## src/rtl/bcd_seq_converter_if.sv

```systemverilog
// Handshake and result bundle between a requester and bcd_seq_converter.
// The requester drives start/num and observes busy/done plus the held result.
interface bcd_seq_converter_if #(
    parameter int WIDTH  = 8,
    parameter int DIGITS = 3
) ();
    logic                  start;
    logic [WIDTH-1:0]      num;
    logic                  busy;
    logic                  done;
    logic                  sign;
    logic [4*DIGITS-1:0]   bcd;

    modport master (output start, output num, input busy, input done, input sign, input bcd);
    modport slave  (input start, input num, output busy, output done, output sign, output bcd);
endinterface

```

## src/rtl/bcd_seq_converter.sv

```systemverilog
// Sequential double-dabble: signed WIDTH-bit value in, sign flag plus packed
// BCD magnitude out, one shift-add-3 iteration per clock with a done pulse.
module bcd_seq_converter #(
    parameter int WIDTH  = 8,
    parameter int DIGITS = 3
) (
    input  logic               clk,
    input  logic               rst,
    bcd_seq_converter_if.slave bus
);
    localparam int SW = 4 * DIGITS;
    localparam int CW = $clog2(WIDTH) + 1;

    typedef enum logic [1:0] {IDLE, SHIFT, FINISH} state_t;

    state_t           state, state_n;
    logic [CW-1:0]    cnt, cnt_n;
    logic [SW-1:0]    scratch, scratch_n, adj;
    logic [WIDTH-1:0] mag, mag_n;
    logic             sign_r, sign_r_n;
    logic             busy_q, busy_n;
    logic             done_q, done_n;
    logic             sign_q, sign_n;
    logic [SW-1:0]    bcd_q, bcd_n;

    always_ff @(posedge clk or posedge rst) begin
        if (rst) begin
            state   <= IDLE;
            cnt     <= '0;
            scratch <= '0;
            mag     <= '0;
            sign_r  <= 1'b0;
            busy_q  <= 1'b0;
            done_q  <= 1'b0;
            sign_q  <= 1'b0;
            bcd_q   <= '0;
        end else begin
            state   <= state_n;
            cnt     <= cnt_n;
            scratch <= scratch_n;
            mag     <= mag_n;
            sign_r  <= sign_r_n;
            busy_q  <= busy_n;
            done_q  <= done_n;
            sign_q  <= sign_n;
            bcd_q   <= bcd_n;
        end
    end

    // Add-3 correction on every digit that would overflow past 9 after doubling.
    always_comb begin
        adj = scratch;
        for (int unsigned d = 0; d < DIGITS; d++) begin
            if (scratch[4*d +: 4] >= 4'd5)
                adj[4*d +: 4] = scratch[4*d +: 4] + 4'd3;
        end
    end

    always_comb begin
        state_n   = state;
        cnt_n     = cnt;
        scratch_n = scratch;
        mag_n     = mag;
        sign_r_n  = sign_r;
        busy_n    = busy_q;
        done_n    = 1'b0;
        sign_n    = sign_q;
        bcd_n     = bcd_q;
        case (state)
            IDLE: begin
                if (bus.start) begin
                    sign_r_n  = bus.num[WIDTH-1];
                    mag_n     = bus.num[WIDTH-1] ? (~bus.num + WIDTH'(1)) : bus.num;
                    scratch_n = '0;
                    cnt_n     = '0;
                    busy_n    = 1'b1;
                    state_n   = SHIFT;
                end
            end
            SHIFT: begin
                scratch_n = {adj[SW-2:0], mag[WIDTH-1]};
                mag_n     = {mag[WIDTH-2:0], 1'b0};
                cnt_n     = cnt + CW'(1);
                if (cnt == CW'(WIDTH - 1))
                    state_n = FINISH;
            end
            FINISH: begin
                bcd_n   = scratch;
                sign_n  = sign_r;
                done_n  = 1'b1;
                busy_n  = 1'b0;
                state_n = IDLE;
            end
            default: state_n = IDLE;
        endcase
    end

    assign bus.busy = busy_q;
    assign bus.done = done_q;
    assign bus.sign = sign_q;
    assign bus.bcd  = bcd_q;
endmodule

```

## src/flat_wrapper.sv

```systemverilog
// flat-port wrapper written by rule: the top's interface ports become plain ports
module bcd_seq_converter_flat 
#(
    parameter int WIDTH  = 8,
    parameter int DIGITS = 3
)
  (clk, rst, bus_start, bus_num, bus_busy, bus_done, bus_sign, bus_bcd);
  bcd_seq_converter_if #(.WIDTH(WIDTH), .DIGITS(DIGITS)) bus_i ();
  input  logic clk;
  input  logic rst;
  input wire logic [$bits(bus_i.start)-1:0] bus_start;
  input wire logic [$bits(bus_i.num)-1:0] bus_num;
  output wire logic [$bits(bus_i.busy)-1:0] bus_busy;
  output wire logic [$bits(bus_i.done)-1:0] bus_done;
  output wire logic [$bits(bus_i.sign)-1:0] bus_sign;
  output wire logic [$bits(bus_i.bcd)-1:0] bus_bcd;
  assign bus_i.start = bus_start;
  assign bus_i.num = bus_num;
  assign bus_busy = bus_i.busy;
  assign bus_done = bus_i.done;
  assign bus_sign = bus_i.sign;
  assign bus_bcd = bus_i.bcd;
  bcd_seq_converter #(.WIDTH(WIDTH), .DIGITS(DIGITS)) u_core (.clk(clk), .rst(rst), .bus(bus_i));
endmodule
```

## config.mk

```make
export PLATFORM = sky130hd
export DESIGN_NAME = bcd_seq_converter_flat
export DESIGN_NICKNAME = d
export VERILOG_FILES = /design/src/rtl/bcd_seq_converter_if.sv /design/src/rtl/bcd_seq_converter.sv /design/src/flat_wrapper.sv
export SDC_FILE = /design/constraint.sdc
export NUM_CORES = 1
export LEC_CHECK = 0
export BUFFER_PORTS_ARGS = -buffer_cell sky130_fd_sc_hd__buf_2
export CAP_MARGIN = 20
export CORE_UTILIZATION = 55
export CTS_CLUSTER_SIZE = 28
export DETAILED_ROUTE_END_ITERATION = 16
export PLACE_DENSITY_LB_ADDON = 0.3
export SLEW_MARGIN = 20
export SYNTH_ARGS = -nofsm -noshare
export SYNTH_HDL_FRONTEND = slang
export SYNTH_SLANG_ARGS = --single-unit
```

## constraint.sdc

```tcl
create_clock -name clk -period 1.8 [get_ports clk]
set_clock_uncertainty 0.05 [all_clocks]
set_input_delay 0.09 -clock clk [delete_from_list [all_inputs] [get_ports clk]]
set_output_delay 0.09 -clock clk [all_outputs]
set_load 0.05 [all_outputs]
```

Word level (Yosys, flattened, before mapping)
Cells that the tools add are included.
{"block": "totals", "inputBits": 11, "wordCells": 46, "regBits": 42, "output_inout_bits": 15}
{"block": "op_classes", "muxes": 16, "order_cmp": 3, "n_eq_ne": 5, "n_reduce_logical": 7, "n_bitwise": 1, "add_sub_neg": 5}
{"cell": "$pmux 12 s2", "count": 1}
{"cell": "$mux 8", "count": 2}
{"cell": "$pmux 8 s2", "count": 1}
{"cell": "$ge 4x3->1 const B", "count": 3}
{"cell": "$mux 12", "count": 1}
{"cell": "$mux 4", "count": 3}
{"cell": "$add 4x2->4 const B", "count": 2}
{"cell": "$add 8x1->8 const B", "count": 1}
{"cell": "$not 8->8", "count": 1}
{"cell": "$pmux 4 s2", "count": 1}
{"cell": "$reduce_and 2->1", "count": 4}
{"cell": "$add 4x1->4 const B", "count": 1}
{"cell": "$eq 4x3->1 const B", "count": 1}
{"cell": "$mux 2", "count": 2}
{"cell": "$pmux 2 s2", "count": 1}
{"cell": "$reduce_bool 2->1", "count": 2}
{"cell": "$add 3x2->3 const B", "count": 1}
{"cell": "$mux 3", "count": 1}
{"cell": "$eq 2x1->1 const B", "count": 1}
{"cell": "$eq 2x2->1 const B", "count": 1}
{"cell": "$logic_not 2->1", "count": 1}
{"cell": "$mux 1", "count": 2}
{"cell": "$ne 2x1->1 const B", "count": 1}
{"cell": "$ne 2x2->1 const B", "count": 1}
{"cell": "$pmux 1 s2", "count": 1}

Longest topological paths before layout
{"block": "logic_depth", "word_depth": 5, "mapped_depth": 6, "depth_no_buf": 6}

Worst setup path before layout
Ideal clock, no wire load.
{"block": "synth_timing", "path_kind": "reg-to-reg", "from": "register u_core.scratch[0]", "to": "register u_core.scratch[1]", "path_buffers": 0, "setup_slack_ns": 0.428, "setup_ns": 0.136, "t_arrival_ns": 1.186, "t_required_ns": 1.614, "stages_incl_launch_ff": 7, "period_less_slack_ns": 1.372, "cell_sequence": "dfrtp_1 -> inv_1 -> ha_1 -> nand2b_1 -> a21oi_1 -> xnor2_1 -> o21ai_0"}
{"block": "synth_between", "elab_chain_len": 3, "word_cells_on_any_way": 4, "cone_classes": "1 x add/sub; 1 x order compare; 2 x mux"}
{"element": "from (decl)", "line_no": "bcd_seq_converter.sv:18", "source": "logic [SW-1:0] scratch, scratch_n, adj;"}
{"element": "from (signal assigned)", "line_no": "bcd_seq_converter.sv:40", "source": "scratch <= scratch_n;"}
{"element": "$add 4x2->4 or $ge 4x3->1 (tied branches)", "line_no": "bcd_seq_converter.sv:55, bcd_seq_converter.sv:54"}
{"element": "$mux 4 *", "line_no": "bcd_seq_converter.sv:54", "source": "if (scratch[4*d +: 4] >= 4'd5)"}
{"element": "$pmux 12 s2 *", "line_no": "bcd_seq_converter.sv:69", "source": "case (state)"}
Every way passes the cells marked *; elsewhere a longest branch is shown, timed or not.
A chain may end at the register's enable or synchronous reset.

Final worst setup path
{"block": "layout_timing", "from": "input port bus_num[0]", "to": "register u_core.mag[6]"}
{"block": "layout_between", "elab_chain_len": 5}
{"element": "from (decl)", "line_no": "flat_wrapper.sv:12", "source": "input wire logic [$bits(bus_i.num)-1:0] bus_num;"}
{"element": "$not 8->8", "line_no": "bcd_seq_converter.sv:73", "source": "mag_n = bus.num[WIDTH-1] ? (~bus.num + WIDTH'(1)) : bus.num;"}
{"element": "$add 8x1->8", "line_no": "bcd_seq_converter.sv:73"}
{"element": "$mux 8", "line_no": "bcd_seq_converter.sv:73"}
{"element": "$mux 8", "line_no": "bcd_seq_converter.sv:71", "source": "if (bus.start) begin"}
{"element": "$pmux 8 s2", "line_no": "bcd_seq_converter.sv:69"}
{"element": "to (signal assigned)", "line_no": "bcd_seq_converter.sv:41", "source": "mag <= mag_n;"}
{"element": "to (decl)", "line_no": "bcd_seq_converter.sv:19", "source": "logic [WIDTH-1:0] mag, mag_n;"}
Every way passes these cells. The select of a mux whose other input is x is not followed.

==> report_table.html <==
<table>
<tr><th>Metric</th><th>Value</th></tr>
<tr><th colspan="2">Critical path</th></tr>
<tr><td>Biggest cell delay along the critical path</td><td>530 ps</td></tr>
<tr><td>Arrival time at the worst endpoint</td><td>1820 ps</td></tr>
<tr><td>Critical Path Start Type</td><td>input pin</td></tr>
<tr><td>Largest fanout on the critical path</td><td>3</td></tr>
<tr><td>Library cell contributing the largest single delay on the critical path</td><td>sky130_fd_sc_hd__dlygate4sd3_1</td></tr>
<tr><td>Cell-by-cell listing of the critical path</td><td>dlygate4sd3_1, buf_2, inv_1, ha_1, or3b_1, o31ai_2, xor2_1, o21ai_1</td></tr>
<tr><td>Type of destination of the critical path</td><td>register</td></tr>
<tr><td>Classification of the worst setup path</td><td>input pin to register</td></tr>
<tr><td>Worst endpoint required time</td><td>1990 ps</td></tr>
<tr><th colspan="2">CTS</th></tr>
<tr><td>Clock slew at reported path FFs</td><td>120 ps</td></tr>
<tr><td>Number of buffers inserted during clock tree synthesis</td><td>5</td></tr>
<tr><td>Clock Tree Buf Depth</td><td>2</td></tr>
<tr><td>Clock insertion delay at the later pin of the skew report</td><td>360 ps</td></tr>
<tr><td>H-tree levels</td><td>2</td></tr>
<tr><td>Number of instances resized during post-cts repair</td><td>0</td></tr>
<tr><td>Root buffer cell</td><td>sky130_fd_sc_hd__clkbuf_4</td></tr>
<tr><td>TritonCTS clock tree</td><td>done</td></tr>
<tr><td>Number of hold buffers added after CTS</td><td>5</td></tr>
<tr><td>Clock tree sinks</td><td>42</td></tr>
<tr><td>Number of setup buffers added after CTS</td><td>0</td></tr>
<tr><th colspan="2">Global routing</th></tr>
<tr><td>Maximum number of pins on one net before global-route repair</td><td>23</td></tr>
<tr><td>Number of global-route vias before repair</td><td>1511</td></tr>
<tr><td>Number of antenna violations at the first check in global routing</td><td>0</td></tr>
<tr><td>GR Util All Layers</td><td>0.228</td></tr>
<tr><td>First-pass GRT wire length</td><td>6770 um</td></tr>
<tr><td>Global route total overflow</td><td>0</td></tr>
<tr><th colspan="2">Logic synthesis</th></tr>
<tr><td>Share of synthesized registers carrying an async set or reset</td><td>1.00</td></tr>
<tr><td>Cell accounting for the most synthesized area</td><td>sky130_fd_sc_hd__dfrtp_1</td></tr>
<tr><td>Post-synth EDFFs</td><td>0</td></tr>
<tr><td>Post-synthesis sequential element count</td><td>42</td></tr>
<tr><td>Cells after Synth</td><td>188</td></tr>
<tr><td>Area fraction of the dominant cell type after synthesis</td><td>0.527</td></tr>
<tr><td>Number of nets in the synthesized netlist</td><td>207</td></tr>
<tr><td>Warning count from the yosys run</td><td>0</td></tr>
<tr><td>Post-synthesis cell area</td><td>1990 um2</td></tr>
<tr><td>Ranking of synthesized cells by area</td><td>sky130_fd_sc_hd__dfrtp_1 (53%), sky130_fd_sc_hd__ha_1 (5.0%), sky130_fd_sc_hd__mux2_1 (4.5%), sky130_fd_sc_hd__nand2_1 (4.5%), sky130_fd_sc_hd__o21ai_0 (3.3%)</td></tr>
<tr><td>Library cells used by synthesis</td><td>34</td></tr>
<tr><td>Post-synthesis sequential area ratio</td><td>0.527</td></tr>
<tr><td>Average cell area after synthesis</td><td>10.6 um2</td></tr>
<tr><td>Most used standard cell by instance count after synthesis</td><td>sky130_fd_sc_hd__dfrtp_1</td></tr>
<tr><td>Most used standard cells in the synthesized netlist</td><td>sky130_fd_sc_hd__dfrtp_1 (42), sky130_fd_sc_hd__nand2_1 (24), sky130_fd_sc_hd__o21ai_0 (13), sky130_fd_sc_hd__inv_1 (10), sky130_fd_sc_hd__o21ai_1 (9)</td></tr>
<tr><td>Top FF cell, synth</td><td>sky130_fd_sc_hd__dfrtp_1</td></tr>
<tr><th colspan="2">Timing</th></tr>
<tr><td>Setup TNS after final layout</td><td>0 ps</td></tr>
<tr><td>Post-layout minimum cycle time</td><td>1630 ps</td></tr>
<tr><td>Final worst-path cycle share</td><td>0.904</td></tr>
<tr><td>Normalized max-slew margin</td><td>0.658</td></tr>
<tr><td>Final-report hold violation count</td><td>0</td></tr>
<tr><td>Final WS setup</td><td>172 ps</td></tr>
<tr><td>Max Transition Viols Final</td><td>0</td></tr>
<tr><td>Tightest Pin Transition</td><td>514 ps</td></tr>
<tr><td>RSZ-0062 raised after global routing</td><td>no</td></tr>
<tr><td>Fmax</td><td>0.614 GHz</td></tr>
<tr><td>Total of endpoints with negative setup slack in the final report</td><td>0</td></tr>
<tr><th colspan="2">Placement</th></tr>
<tr><td>Placer congestion estimate</td><td>0.827</td></tr>
<tr><td>HPWL Detailed</td><td>2720 um</td></tr>
<tr><td>Buffers on Ports</td><td>25</td></tr>
<tr><td>Pre-CTS setup slack</td><td>192 ps</td></tr>
<tr><th colspan="2">Floorplan</th></tr>
<tr><td>Total core area</td><td>3420 um2</td></tr>
<tr><td>Horiz. Die Dim</td><td>62.2 um</td></tr>
<tr><td>Standard-cell row count</td><td>21</td></tr>
<tr><td>Initial Util</td><td>0.584</td></tr>
<tr><td>Area enclosed by the die boundary</td><td>3870 um2</td></tr>
<tr><td>Die height</td><td>62.2 um</td></tr>
<tr><td>Count of boundary I/O pins</td><td>26</td></tr>
<tr><th colspan="2">Route</th></tr>
<tr><td>Routed wirelength normalized by instance count</td><td>14.1 um</td></tr>
<tr><td>Via density per instance</td><td>5.46</td></tr>
<tr><td>Total via count after detailed routing</td><td>1481</td></tr>
<tr><td>DRT iter0 DRCs</td><td>75</td></tr>
<tr><td>Number of search-and-repair iterations in the first detailed-routing pass</td><td>4</td></tr>
<tr><td>Post-route antenna net violation count</td><td>0</td></tr>
<tr><td>Total Routed Length</td><td>3820 um</td></tr>
<tr><td>Drt drc</td><td>0</td></tr>
<tr><th colspan="2">Job</th></tr>
<tr><td>Number of violations of the max-capacitance limit</td><td>0</td></tr>
<tr><th colspan="2">Final layout</th></tr>
<tr><td>Area added between synthesis and finish</td><td>17.6%</td></tr>
<tr><td>Layout Nets</td><td>243</td></tr>
<tr><td>Seq. cell area</td><td>1050 um2</td></tr>
<tr><td>Fill cells</td><td>263</td></tr>
<tr><td>Diodes inserted</td><td>0</td></tr>
<tr><td>Area taken by multi-input logic gates</td><td>872 um2</td></tr>
<tr><td>Share of final-layout standard cells stronger than drive strength 1</td><td>0.222</td></tr>
<tr><th colspan="2">Worst hold path</th></tr>
<tr><td>Type of the most critical hold path</td><td>input pin to register</td></tr>
<tr><th colspan="2">Run status</th></tr>
<tr><td>Status</td><td>completed</td></tr>
<tr><th colspan="2">Power and ir drop</th></tr>
<tr><td>Leak</td><td>0.00114 uW</td></tr>
<tr><td>Max VDD drop</td><td>0.834 mV</td></tr>
<tr><td>Overall power of the completed layout</td><td>4190 uW</td></tr>
<tr><td>Power density over cell area</td><td>1790 nW/um2</td></tr>
</table>
-- worst paths after layout --
kind,cells past startpoint,from,endpoint,slack (ps)
setup / recovery,8,bus_num[0],u_core.mag[6],170
hold / removal,3,bus_num[5],u_core.mag[5],20
setup reg to reg,6,u_core.scratch[1],u_core.scratch[1],180
hold reg to reg,1,u_core.bus.bcd[4],u_core.bus.bcd[4],450
max in group asynchronous,4,rst,u_core.mag[0],1190
min in group asynchronous,4,rst,u_core.cnt[0],250
-- report_power, final --
part	leakage [uW]	internal, uW	switching (uW)
combinational	0.000538	632	1190
sequential	0.000547	1320	299
clock	0.0000554	435	313
-- worst max-delay path, delay by kind of cell --
kind / cells / cell delay [ps]
compound gates: 2 / 280
xor+xnor: 1 / 170
fa+ha+maj: 1 / 160
buf+inv: 3 / 730
simple gates: 1 / 380
-- per-layer routing --
layer	wire, um	vias up	part of all wire	global-route usage
met5	0	-	0	0
met4	88	0	0.023	0.125
met3	105	9	0.027	0.0588
met2	1930	38	0.51	0.376
met1	1690	709	0.44	0.271
li1	-	725	-	-
-- sequential cells by signal, summed over array words and instances (netlist names) --
name / flops
u_core.bus.bcd: 12
u_core.bus.busy: 1
u_core.bus.done: 1
u_core.bus.sign: 1
u_core.cnt: 4
u_core.mag: 8
u_core.scratch: 12
u_core.sign_r: 1
u_core.state: 2
-- cells by family (layout without fill, tap and decap cells) --
logic type / Yosys count / in the layout / synth area share
AOI/OAI and AO/OA: 42 / 42 / 0.131
xor gates and xnor gates: 10 / 10 / 0.0439
adders and majority gates: 8 / 8 / 0.0502
buffers and inverters: 17 / 54 / 0.0358
DFF: 42 / 42 / 0.527
muxes: 13 / 13 / 0.0734
and+or+nand+nor: 56 / 56 / 0.139
-- layout make-up --
class / count / area share
inverters: 10 / 0.0160
repair buffers: 36 / 0.0939
flip-flops and latches: 42 / 0.448
well taps: 46 / 0.0245
clock inverters: 3 / 0.0293
clock buffers: 5 / 0.0160
multi-input cells: 129 / 0.372
-- cell usage in the layout, fill, tap and decap left out, types with 6 or more instances in the layout --
| cell | n |
|---|---|
| sky130_fd_sc_hd__buf_2 | 25 |
| sky130_fd_sc_hd__buf_4 | 6 |
| sky130_fd_sc_hd__dfrtp_1 | 42 |
| sky130_fd_sc_hd__ha_1 | 8 |
| sky130_fd_sc_hd__inv_1 | 10 |
| sky130_fd_sc_hd__mux2_1 | 8 |
| sky130_fd_sc_hd__nand2_1 | 24 |
| sky130_fd_sc_hd__nand3_1 | 7 |
| sky130_fd_sc_hd__nor2_1 | 6 |
| sky130_fd_sc_hd__o21ai_0 | 13 |
| sky130_fd_sc_hd__o21ai_1 | 9 |
-- through the flow --
step / instances / util / hold WS (ps) / area (um2)
finish: 271 / 0.686 / 18.6 / 2340
floorplan: 188 / - / 211 / 1990
detailed placement: 258 / 0.641 / 109 / 2190
global placement: 258 / 0.641 / 98.9 / 2190
global route: 271 / 0.686 / 11.3 / 2340
CTS: 271 / 0.686 / 6.53 / 2340
No activity file was read; power rests on OpenSTA's default activity.
